==> src/rtl/fp_stim_pkg.sv <==
`default_nettype none
// +----------------------------------------------------------------------+
// | fp_stim_pkg : shared types for the FP operand stream sequencer       |
// | Rev 1.0                                                              |
// +----------------------------------------------------------------------+
package fp_stim_pkg;

   typedef enum logic [1:0] {
      IDLE  = 2'd0,
      RUN   = 2'd1,
      DRAIN = 2'd2,
      DONE  = 2'd3
   } fp_state_e;

   // Width of one IEEE-754 operand: sign + exponent + mantissa.
   function automatic int fp_w(input int exp_width, input int man_width);
      return 1 + exp_width + man_width;
   endfunction

   localparam int DEF_EXP_WIDTH  = 8;
   localparam int DEF_MAN_WIDTH  = 23;
   localparam int DEF_ADDR_WIDTH = 4;
   localparam int DEF_W          = 1 + DEF_EXP_WIDTH + DEF_MAN_WIDTH;

   // Beat layout for the default single-precision build; the top widens it.
   typedef struct packed {
      logic [DEF_ADDR_WIDTH-1:0] tuser;
      logic                      tlast;
      logic [DEF_W-1:0]          b;
      logic [DEF_W-1:0]          a;
   } fp_beat_t;

endpackage
`default_nettype wire

==> src/rtl/fp_stream_skid2.sv <==
`default_nettype none
// +----------------------------------------------------------------------+
// | fp_stream_skid2 : 2-entry beat FIFO with empty-bypass from ROM stage |
// | Rev 1.0                                                              |
// +----------------------------------------------------------------------+
module fp_stream_skid2
   import fp_stim_pkg::*;
#(
   parameter type BEAT_T = fp_beat_t
) (
   input  logic       clk,
   input  logic       rst,
   input  logic       in_valid,
   input  BEAT_T      in_beat,
   output logic       out_valid,
   input  logic       out_ready,
   output BEAT_T      out_beat,
   output logic       out_fire,
   output logic [1:0] count
);

   BEAT_T      mem [2];
   logic       rd_ptr;
   logic       wr_ptr;
   logic [1:0] cnt;
   logic       pop;
   logic       push;
   logic       bypass;

   // When empty, the ROM output register is presented directly; if it is not
   // taken it is captured so the beat stays stable on the next cycle.
   always_comb begin
      out_valid = (cnt != 2'd0) || in_valid;
      out_beat  = '0;
      if (cnt != 2'd0) begin
         out_beat = mem[rd_ptr];
      end else if (in_valid) begin
         out_beat = in_beat;
      end
      out_fire = out_valid && out_ready;
      pop      = out_fire && (cnt != 2'd0);
      bypass   = out_fire && (cnt == 2'd0);
      push     = in_valid && !bypass;
   end

   always_ff @(posedge clk) begin
      if (rst) begin
         mem[0] <= '0;
         mem[1] <= '0;
         rd_ptr <= 1'b0;
         wr_ptr <= 1'b0;
         cnt    <= 2'd0;
      end else begin
         if (push) begin
            mem[wr_ptr] <= in_beat;
            wr_ptr      <= ~wr_ptr;
         end
         if (pop) begin
            rd_ptr <= ~rd_ptr;
         end
         case ({push, pop})
            2'b10:   cnt <= cnt + 2'd1;
            2'b01:   cnt <= cnt - 2'd1;
            default: cnt <= cnt;
         endcase
      end
   end

   assign count = cnt;

   a_no_overflow: assert property (@(posedge clk) disable iff (rst)
      !(push && !pop && (cnt == 2'd2)));

endmodule
`default_nettype wire

==> src/rtl/fp_operand_stream_ctrl.sv <==
`default_nettype none
// +----------------------------------------------------------------------+
// | fp_operand_stream_ctrl : walks operand A/B ROMs, streams {B,A} beats |
// | Optional macro FP_STREAM_REPEAT_EN adds repeat_req (looped passes).  |
// | Rev 1.0                                                              |
// +----------------------------------------------------------------------+
module fp_operand_stream_ctrl
   import fp_stim_pkg::*;
#(
   parameter int EXP_WIDTH  = 8,
   parameter int MAN_WIDTH  = 23,
   parameter int ADDR_WIDTH = 4,
   parameter int NUM_VEC    = 16,
   localparam int W         = fp_w(EXP_WIDTH, MAN_WIDTH)
) (
   input  logic                  clk,
   input  logic                  rst,
   input  logic                  start,
`ifdef FP_STREAM_REPEAT_EN
   input  logic                  repeat_req,
`endif
   output logic                  busy,
   output logic                  done,
   output logic [ADDR_WIDTH-1:0] rom_rd_addr,
   input  logic [W-1:0]          rom_a_dout,
   input  logic [W-1:0]          rom_b_dout,
   output logic                  m_axis_tvalid,
   input  logic                  m_axis_tready,
   output logic [2*W-1:0]        m_axis_tdata,
   output logic                  m_axis_tlast,
   output logic [ADDR_WIDTH-1:0] m_axis_tuser
);

   // One extra counter bit so NUM_VEC == 2**ADDR_WIDTH does not alias to 0.
   localparam int                      CW        = ADDR_WIDTH + 1;
   localparam logic [CW-1:0]           NUM_VEC_C = CW'(NUM_VEC);
   localparam logic [CW-1:0]           LAST_CNT  = CW'(NUM_VEC - 1);
   localparam logic [ADDR_WIDTH-1:0]   LAST_IDX  = ADDR_WIDTH'(NUM_VEC - 1);

   typedef struct packed {
      logic [ADDR_WIDTH-1:0] tuser;
      logic                  tlast;
      logic [W-1:0]          b;
      logic [W-1:0]          a;
   } beat_t;

   fp_state_e             state;
   logic [CW-1:0]         issue_cnt;
   logic                  s1_valid;
   logic                  s2_valid;
   logic [ADDR_WIDTH-1:0] s2_addr;
   beat_t                 in_beat;
   beat_t                 out_beat;
   logic                  out_valid;
   logic                  out_fire;
   logic [1:0]            buf_cnt;
   logic                  issue;
   logic                  drain_empty;
   logic                  wrap_req;
   logic [2:0]            committed;
   logic [2:0]            released;

`ifdef FP_STREAM_REPEAT_EN
   assign wrap_req = repeat_req;
`else
   assign wrap_req = 1'b0;
`endif

   // Credit: stored beats plus reads still in the ROM pipeline may never
   // exceed the two buffer slots, counting the slot freed by this cycle's
   // handshake.
   always_comb begin
      in_beat.tuser = s2_addr;
      in_beat.tlast = (s2_addr == LAST_IDX);
      in_beat.b     = rom_b_dout;
      in_beat.a     = rom_a_dout;
      committed     = {1'b0, buf_cnt} + {2'b00, s1_valid} + {2'b00, s2_valid};
      released      = 3'd2 + {2'b00, out_fire};
      issue         = (state == RUN) && (issue_cnt < NUM_VEC_C) && (committed < released);
      drain_empty   = !s1_valid &&
                      (({1'b0, buf_cnt} + {2'b00, s2_valid}) == {2'b00, out_fire});
   end

   always_ff @(posedge clk) begin
      if (rst) begin
         state       <= IDLE;
         issue_cnt   <= '0;
         rom_rd_addr <= '0;
         s1_valid    <= 1'b0;
         s2_valid    <= 1'b0;
         s2_addr     <= '0;
         busy        <= 1'b0;
         done        <= 1'b0;
      end else begin
         s1_valid <= issue;
         s2_valid <= s1_valid;
         s2_addr  <= rom_rd_addr;
         done     <= 1'b0;
         if (issue) begin
            rom_rd_addr <= issue_cnt[ADDR_WIDTH-1:0];
            if ((issue_cnt == LAST_CNT) && wrap_req) begin
               issue_cnt <= '0;
            end else begin
               issue_cnt <= issue_cnt + CW'(1);
            end
         end
         case (state)
            IDLE: begin
               if (start) begin
                  state     <= RUN;
                  issue_cnt <= '0;
                  busy      <= 1'b1;
               end
            end
            RUN: begin
               if (issue && (issue_cnt == LAST_CNT) && !wrap_req) begin
                  state <= DRAIN;
               end
            end
            DRAIN: begin
               if (drain_empty) begin
                  state <= DONE;
                  done  <= 1'b1;
                  busy  <= 1'b0;
               end
            end
            DONE: begin
               state <= IDLE;
            end
            default: begin
               state <= IDLE;
            end
         endcase
      end
   end

   fp_stream_skid2 #(
      .BEAT_T(beat_t)
   ) u_skid (
      .clk      (clk),
      .rst      (rst),
      .in_valid (s2_valid),
      .in_beat  (in_beat),
      .out_valid(out_valid),
      .out_ready(m_axis_tready),
      .out_beat (out_beat),
      .out_fire (out_fire),
      .count    (buf_cnt)
   );

   assign m_axis_tvalid = out_valid;
   assign m_axis_tdata  = {out_beat.b, out_beat.a};
   assign m_axis_tlast  = out_beat.tlast;
   assign m_axis_tuser  = out_beat.tuser;

endmodule
`default_nettype wire

==> config.mk <==
export PLATFORM = sky130hd
export DESIGN_NAME = fp_operand_stream_ctrl
export DESIGN_NICKNAME = d
export VERILOG_FILES = /design/src/rtl/fp_stim_pkg.sv /design/src/rtl/fp_stream_skid2.sv /design/src/rtl/fp_operand_stream_ctrl.sv
export SDC_FILE = /design/constraint.sdc
export NUM_CORES = 1
export LEC_CHECK = 0
export CAP_MARGIN = 30
export CORE_ASPECT_RATIO = 0.6
export CORE_MARGIN = 1
export CORE_UTILIZATION = 53
export CTS_CLUSTER_DIAMETER = 120
export DETAILED_ROUTE_END_ITERATION = 8
export GPL_TIMING_DRIVEN = 0
export PLACE_DENSITY = 0.79
export SYNTH_ARGS = -nofsm -noshare
export SYNTH_HDL_FRONTEND = slang
export SYNTH_HIERARCHICAL = 1
export SYNTH_SLANG_ARGS = --single-unit
==> constraint.sdc <==
create_clock -name clk -period 7 [get_ports clk]
set_input_delay 1.4 -clock clk [delete_from_list [all_inputs] [get_ports clk]]
set_output_delay 1.4 -clock clk [all_outputs]
set_load 0.02 [all_outputs]
=== Word-level counts from Yosys, hierarchy flattened ===
Memory sizes are Yosys's and may differ from the RTL's. A register that Yosys moved wholly into a read port is not among the register bits.
Index checks and enable logic that the tools add are counted.

* Flip-flop bits (word level): 23
* RAM bits: 138
* Memories kept: 1

{| class="wikitable"
|+ Memory list
! name !! depth !! width !! rd ports !! clocked after memory_dff !! write ports !! line !! RTL
|-
| u_skid.mem || 2 || 69 || 1 || 1 || 2 || fp_stream_skid2.sv:22 || <nowiki>BEAT_T mem [2];</nowiki>
|}

* $add $sub $neg: 7
* Magnitude comparators: 2
* Eq/ne operators: 11
* Multiplexer cells: 24
* Bitwise gates (word level): 3
* Reductions and logical operators: 20

{| class="wikitable"
|+ Operators with widths
! cell !! count
|-
| 69-bit 2-to-1 mux || 3
|-
| 69-bit OR reduction || 1
|-
| 5-bit 2-to-1 mux || 3
|-
| 1-bit 2-to-1 mux || 12
|-
| 1-bit logical AND || 8
|-
| 2-bit case mux with 4 select lines || 1
|-
| 2-bit by 1-bit adder with 3-bit output || 2
|-
| 2-bit equality test, second input constant || 3
|-
| 2-bit 2-to-1 mux || 3
|-
| 3-bit AND reduction || 2
|-
| 2-bit nonzero test || 3
|-
| 5-bit by 1-bit adder with 5-bit output, second input constant || 1
|-
| 5-bit by 4-bit equality test with 1-bit output, second input constant || 1
|-
| 5-bit < comparator, second input constant || 1
|-
| 2-bit by 1-bit equality test with 1-bit output, second input constant || 2
|-
| 4-bit equality test, second input constant || 1
|-
| 2-bit logical NOT || 2
|-
| 2-bit != test, second input constant || 2
|-
| 2-bit case mux with 2 select lines || 1
|-
| 2-bit by 1-bit adder with 3-bit output, first input constant || 1
|-
| 3-bit by 1-bit adder with 3-bit output || 1
|-
| 3-bit by 1-bit equality test with 1-bit output || 1
|-
| 3-bit < comparator || 1
|-
| 1-bit inverter || 3
|-
| 7 further kinds || 8
|}

=== Longest topological paths before layout ===
* Depth after elaboration: 11
* Mapped depth: 9
* Gate-level depth less buffers: 8

=== Hierarchy ===
The synthesis kept the hierarchy.

{| class="wikitable"
|+ By module, submodules not included
! module !! times used !! cells an instance !! area each (µm²) !! sequential area each (µm²)
|-
| fp_stream_skid2 || 1 || 560 || 6852.8 || 4244.1
|-
| fp_operand_stream_ctrl || 1 || 97 || 898.4 || 380.4
|}

=== Least setup slack after synthesis ===
Ideal clock, no wire load.

* Path type: input to register
* Start point: in m_axis_tready
* End point: mem u_skid/mem[0][0] (netlist name), enable pin
* Arrival: 4884 ps
* Required time: 6490 ps
* Setup slack: 1606 ps
* Stages on the path: 3
* Cells stage by stage: or3b_1 > nand2_1 > o21bai_1

{| class="wikitable"
|+ RTL lines
! item !! line !! RTL
|-
| start: declaration || fp_operand_stream_ctrl.sv:28 || <nowiki>input logic m_axis_tready,</nowiki>
|-
| end: declaration || fp_stream_skid2.sv:22 ||
|}

=== Worst setup path after layout ===
* Start point: in rom_a_dout[8]
* End point: out m_axis_tdata[8]

* Word-level cells in the longest chain between the ends: 2

{| class="wikitable"
|+ RTL lines
! item !! line !! RTL
|-
| start: declaration || fp_operand_stream_ctrl.sv:25 || <nowiki>input logic [W-1:0] rom_a_dout,</nowiki>
|-
| 69-bit 2-to-1 mux || fp_stream_skid2.sv:37 || <nowiki>end else if (in_valid) begin</nowiki>
|-
| 69-bit 2-to-1 mux || fp_stream_skid2.sv:35 || <nowiki>if (cnt != 2'd0) begin</nowiki>
|-
| end: declaration || fp_operand_stream_ctrl.sv:29 || <nowiki>output logic [2*W-1:0] m_axis_tdata,</nowiki>
|}

No other way between the ends.

==> results.sh <==
export IMPL_status="finished, final reports clean"
export IMPL_yosysWarnings=6
export IMPL_area_growth_pct=29.8
export IMPL_worst_slew_pin_slew_ps=645
export IMPL_rsz0062_at_grt="false"
export IMPL_synth_area_um2=7750
export IMPL_syn_inst=657
export IMPL_antenna_found_initial=0
export IMPL_crit_arrival_ps=2950
export IMPL_postCtsHoldBufs=0
export IMPL_vias=5684
export IMPL_vias_per_cell=5.53
export IMPL_setup_viol=0
export IMPL_syn_avg_cell_area_um2=11.8
export IMPL_p_int_mw=1.85
export IMPL_slew_violations=0
export IMPL_die_h_um=95.7
export IMPL_ys_ff_latch=162
export IMPL_clockBufferDepth=2
export IMPL_critPathLaunchType="input pin"
export IMPL_insertion_delay_ps=410
export IMPL_numCtsBuffers=17
export IMPL_clock_skew_final_ps=9.35
export IMPL_hold_viol=0
export IMPL_cts_tree="built"
export IMPL_p_comb_share_pct=22.9
export IMPL_yosys_most_used_dff="edfxtp_1"
export IMPL_route_detailed_drc=0
export IMPL_maxCapViolCount=0
export IMPL_yosys_cell_types_count=35
export IMPL_htree_num_levels=4
export IMPL_cts_sinks=162
export IMPL_dp_cells=995
export IMPL_clockPowerShare_pct=33.5
export IMPL_first_pass_iters=5
export IMPL_p_leak_nw=3.52
export IMPL_n_antenna_cell=0
export IMPL_p_seq_share_pct=43.6
export IMPL_die_w_um=158
export IMPL_grt_pass1_vias=5575
export IMPL_drt_total_wl_um=18700
export IMPL_nets=900
export IMPL_start_util_pct=55.5
export IMPL_grt_ovfl_total=0
export IMPL_layoutNonFillerInstCount=1027
export IMPL_endpoint_kind="output pin"
export IMPL_row_count=33
export IMPL_p_per_area_nw_per_um2=258
export IMPL_synth_edf_count=138
export IMPL_fin_crit_ps=4350
export IMPL_critical_path_class="in2out"
export IMPL_swShare_pct=28.9
export IMPL_switching_power_mw=0.751
export IMPL_irDropWorstVdd_mv=0.149
export IMPL_synth_nets=735
export IMPL_place_congestion=0.816
export IMPL_synth_common_cells="139 x and2_1, 138 x edfxtp_1, 78 x nand3_1"
export IMPL_synth_area_leaders="edfxtp_1 53%, and2_1 11%, mux2i_1 9.2%"
export IMPL_ctsRootBufferMaster="clkbuf_16"
export IMPL_yosysMostFrequentCell="and2_1"
export IMPL_pin_count=144
export IMPL_post_route_period_util_pct=62.1
export IMPL_hp_class="reg2reg"
export IMPL_layout_drive_gt1_share_pct=6.35
export IMPL_drt_iter0_drc=561
export IMPL_ys_async_sr_fraction_pct=0
export IMPL_place_hpwl_um=12800
export IMPL_grt_use_total_pct=25.7
export IMPL_yosysSeqAreaShare_pct=59.7
export IMPL_grt_max_degree=43
export IMPL_port_buffers=143
export IMPL_crit_fanout=3
export IMPL_antenna_left=0
export IMPL_post_drt_wl_per_cell_um=18.2
export IMPL_fp_coreArea_um2=14000
export IMPL_fmax_ghz=0.230
export IMPL_final_cell_area_um2=10100
export IMPL_post_dp_cell_area_um2=9500
export IMPL_dieArea_um2=15100
export IMPL_synth_top_area_share_pct=53.5
export IMPL_cts_setup_buffers=0
export IMPL_relSlewSlack_pct=56.9
export IMPL_cts_resized=0
export IMPL_clk_pin_slew_ps=60
export IMPL_worst_ep_required_time_ps=5600
export IMPL_grt_pass1_wl_um=28900
export IMPL_synth_top_area_cell="edfxtp_1"
-- layout make-up --
class,instances,area (um^2)
timing repair buffer,146,1500
sequential,162,4620
tap,192,240
inverter,9,33.8
clock inverter,14,130
multi-input combinational,436,2880
buffer,50,228
clock buffer,18,429
fill,992,3890
-- cell usage in the layout, fill, tap and decap left out, drive strengths merged, types with 4 or more instances in the layout --
cell / synthesis / routed
clkdlybuf4s50: 0 / 143
and2: 139 / 139
edfxtp: 138 / 138
nand3: 78 / 78
o21ai: 72 / 72
mux2i: 71 / 71
clkbuf: 29 / 47
dfxtp: 24 / 24
buf: 21 / 24
nor2: 14 / 14
inv: 9 / 13
a21oi: 9 / 9
ha: 9 / 9
nand2: 8 / 8
nor2b: 5 / 5
xor2: 5 / 5
clkinv: 0 / 5
nand2b: 4 / 4
clkinvlp: 0 / 4
-- critical path: stages --
cell             delay, ps
clkdlybuf4s50_1        550
nand3_1                 90
o21ai_0                210
clkdlybuf4s50_1        690
-- worst paths after layout --
| kind | start | endpoint | slack (ps) | cells after the start |
|---|---|---|---|---|
| max | rom_a_dout[8] | m_axis_tdata[8] | 2650 | 4 |
| min | rom_rd_addr[0] | rom_rd_addr[0] | 480 | 2 |
| min reg2reg | rom_rd_addr[0] | rom_rd_addr[0] | 480 | 2 |
| max reg2reg | s2_valid | u_skid/mem[0][44] | 4270 | 5 |
-- per-layer routing --
metal	wire, um	global-route usage, %	part of all wire [%]	vias up
li1	-	-	-	2672
met1	8460	37.4	45	2745
met2	8600	39.8	46	260
met3	1560	4.55	8.3	7
met4	91	6.41	0.49	0
met5	0	0	0	-
-- through the flow --
step / setup WS (ps) / util [%] / hold WS (ps) / total power [mW] / TNS [ps]
after floorplan: 1610 / - / 462 / 1.48 / 0
after global placement: -806 / 67.5 / 463 / 1.72 / -55470
after detailed placement: 2730 / 68.1 / 470 / 1.74 / 0
after CTS: 2710 / 72.1 / 480 / 2.61 / 0
after global routing: 2640 / 72.1 / 500 / 2.70 / 0
final: 2650 / 72.1 / 479 / 2.60 / 0
-- registers in the layout (all words and copies together), names as in the netlist, 2 cells and up, named ones only --
name          flops
u_skid/mem      138
issue_cnt         5
rom_rd_addr       4
s2_addr           4
state             2
u_skid/count      2
-- power groups by stage --
| stage | clock network [mW] | registers, mW | logic (mW) |
|---|---|---|---|
| finish | 0.871 | 1.13 | 0.595 |
| global route | 0.926 | 1.14 | 0.638 |
| CTS | 0.888 | 1.13 | 0.593 |
| detailed placement | 0 | 1.15 | 0.589 |
| global placement | 0 | 1.16 | 0.568 |
| floorplan | 0 | 1.15 | 0.326 |
-- cells by family (layout without fill, tap and decap cells) --
logic type	count (synthesis)	in the layout	synth area share, %
AO/OA/AOI/OAI	87	87	5.86
XOR/XNOR	7	7	0.791
adder cells (fa/ha/maj)	10	10	1.71
buffers and inverters	59	237	3.37
flip-flops	162	162	59.7
multiplexers	71	71	9.17
AND/OR/NAND/NOR	261	261	19.4
Power figures use the tool's default switching activity.
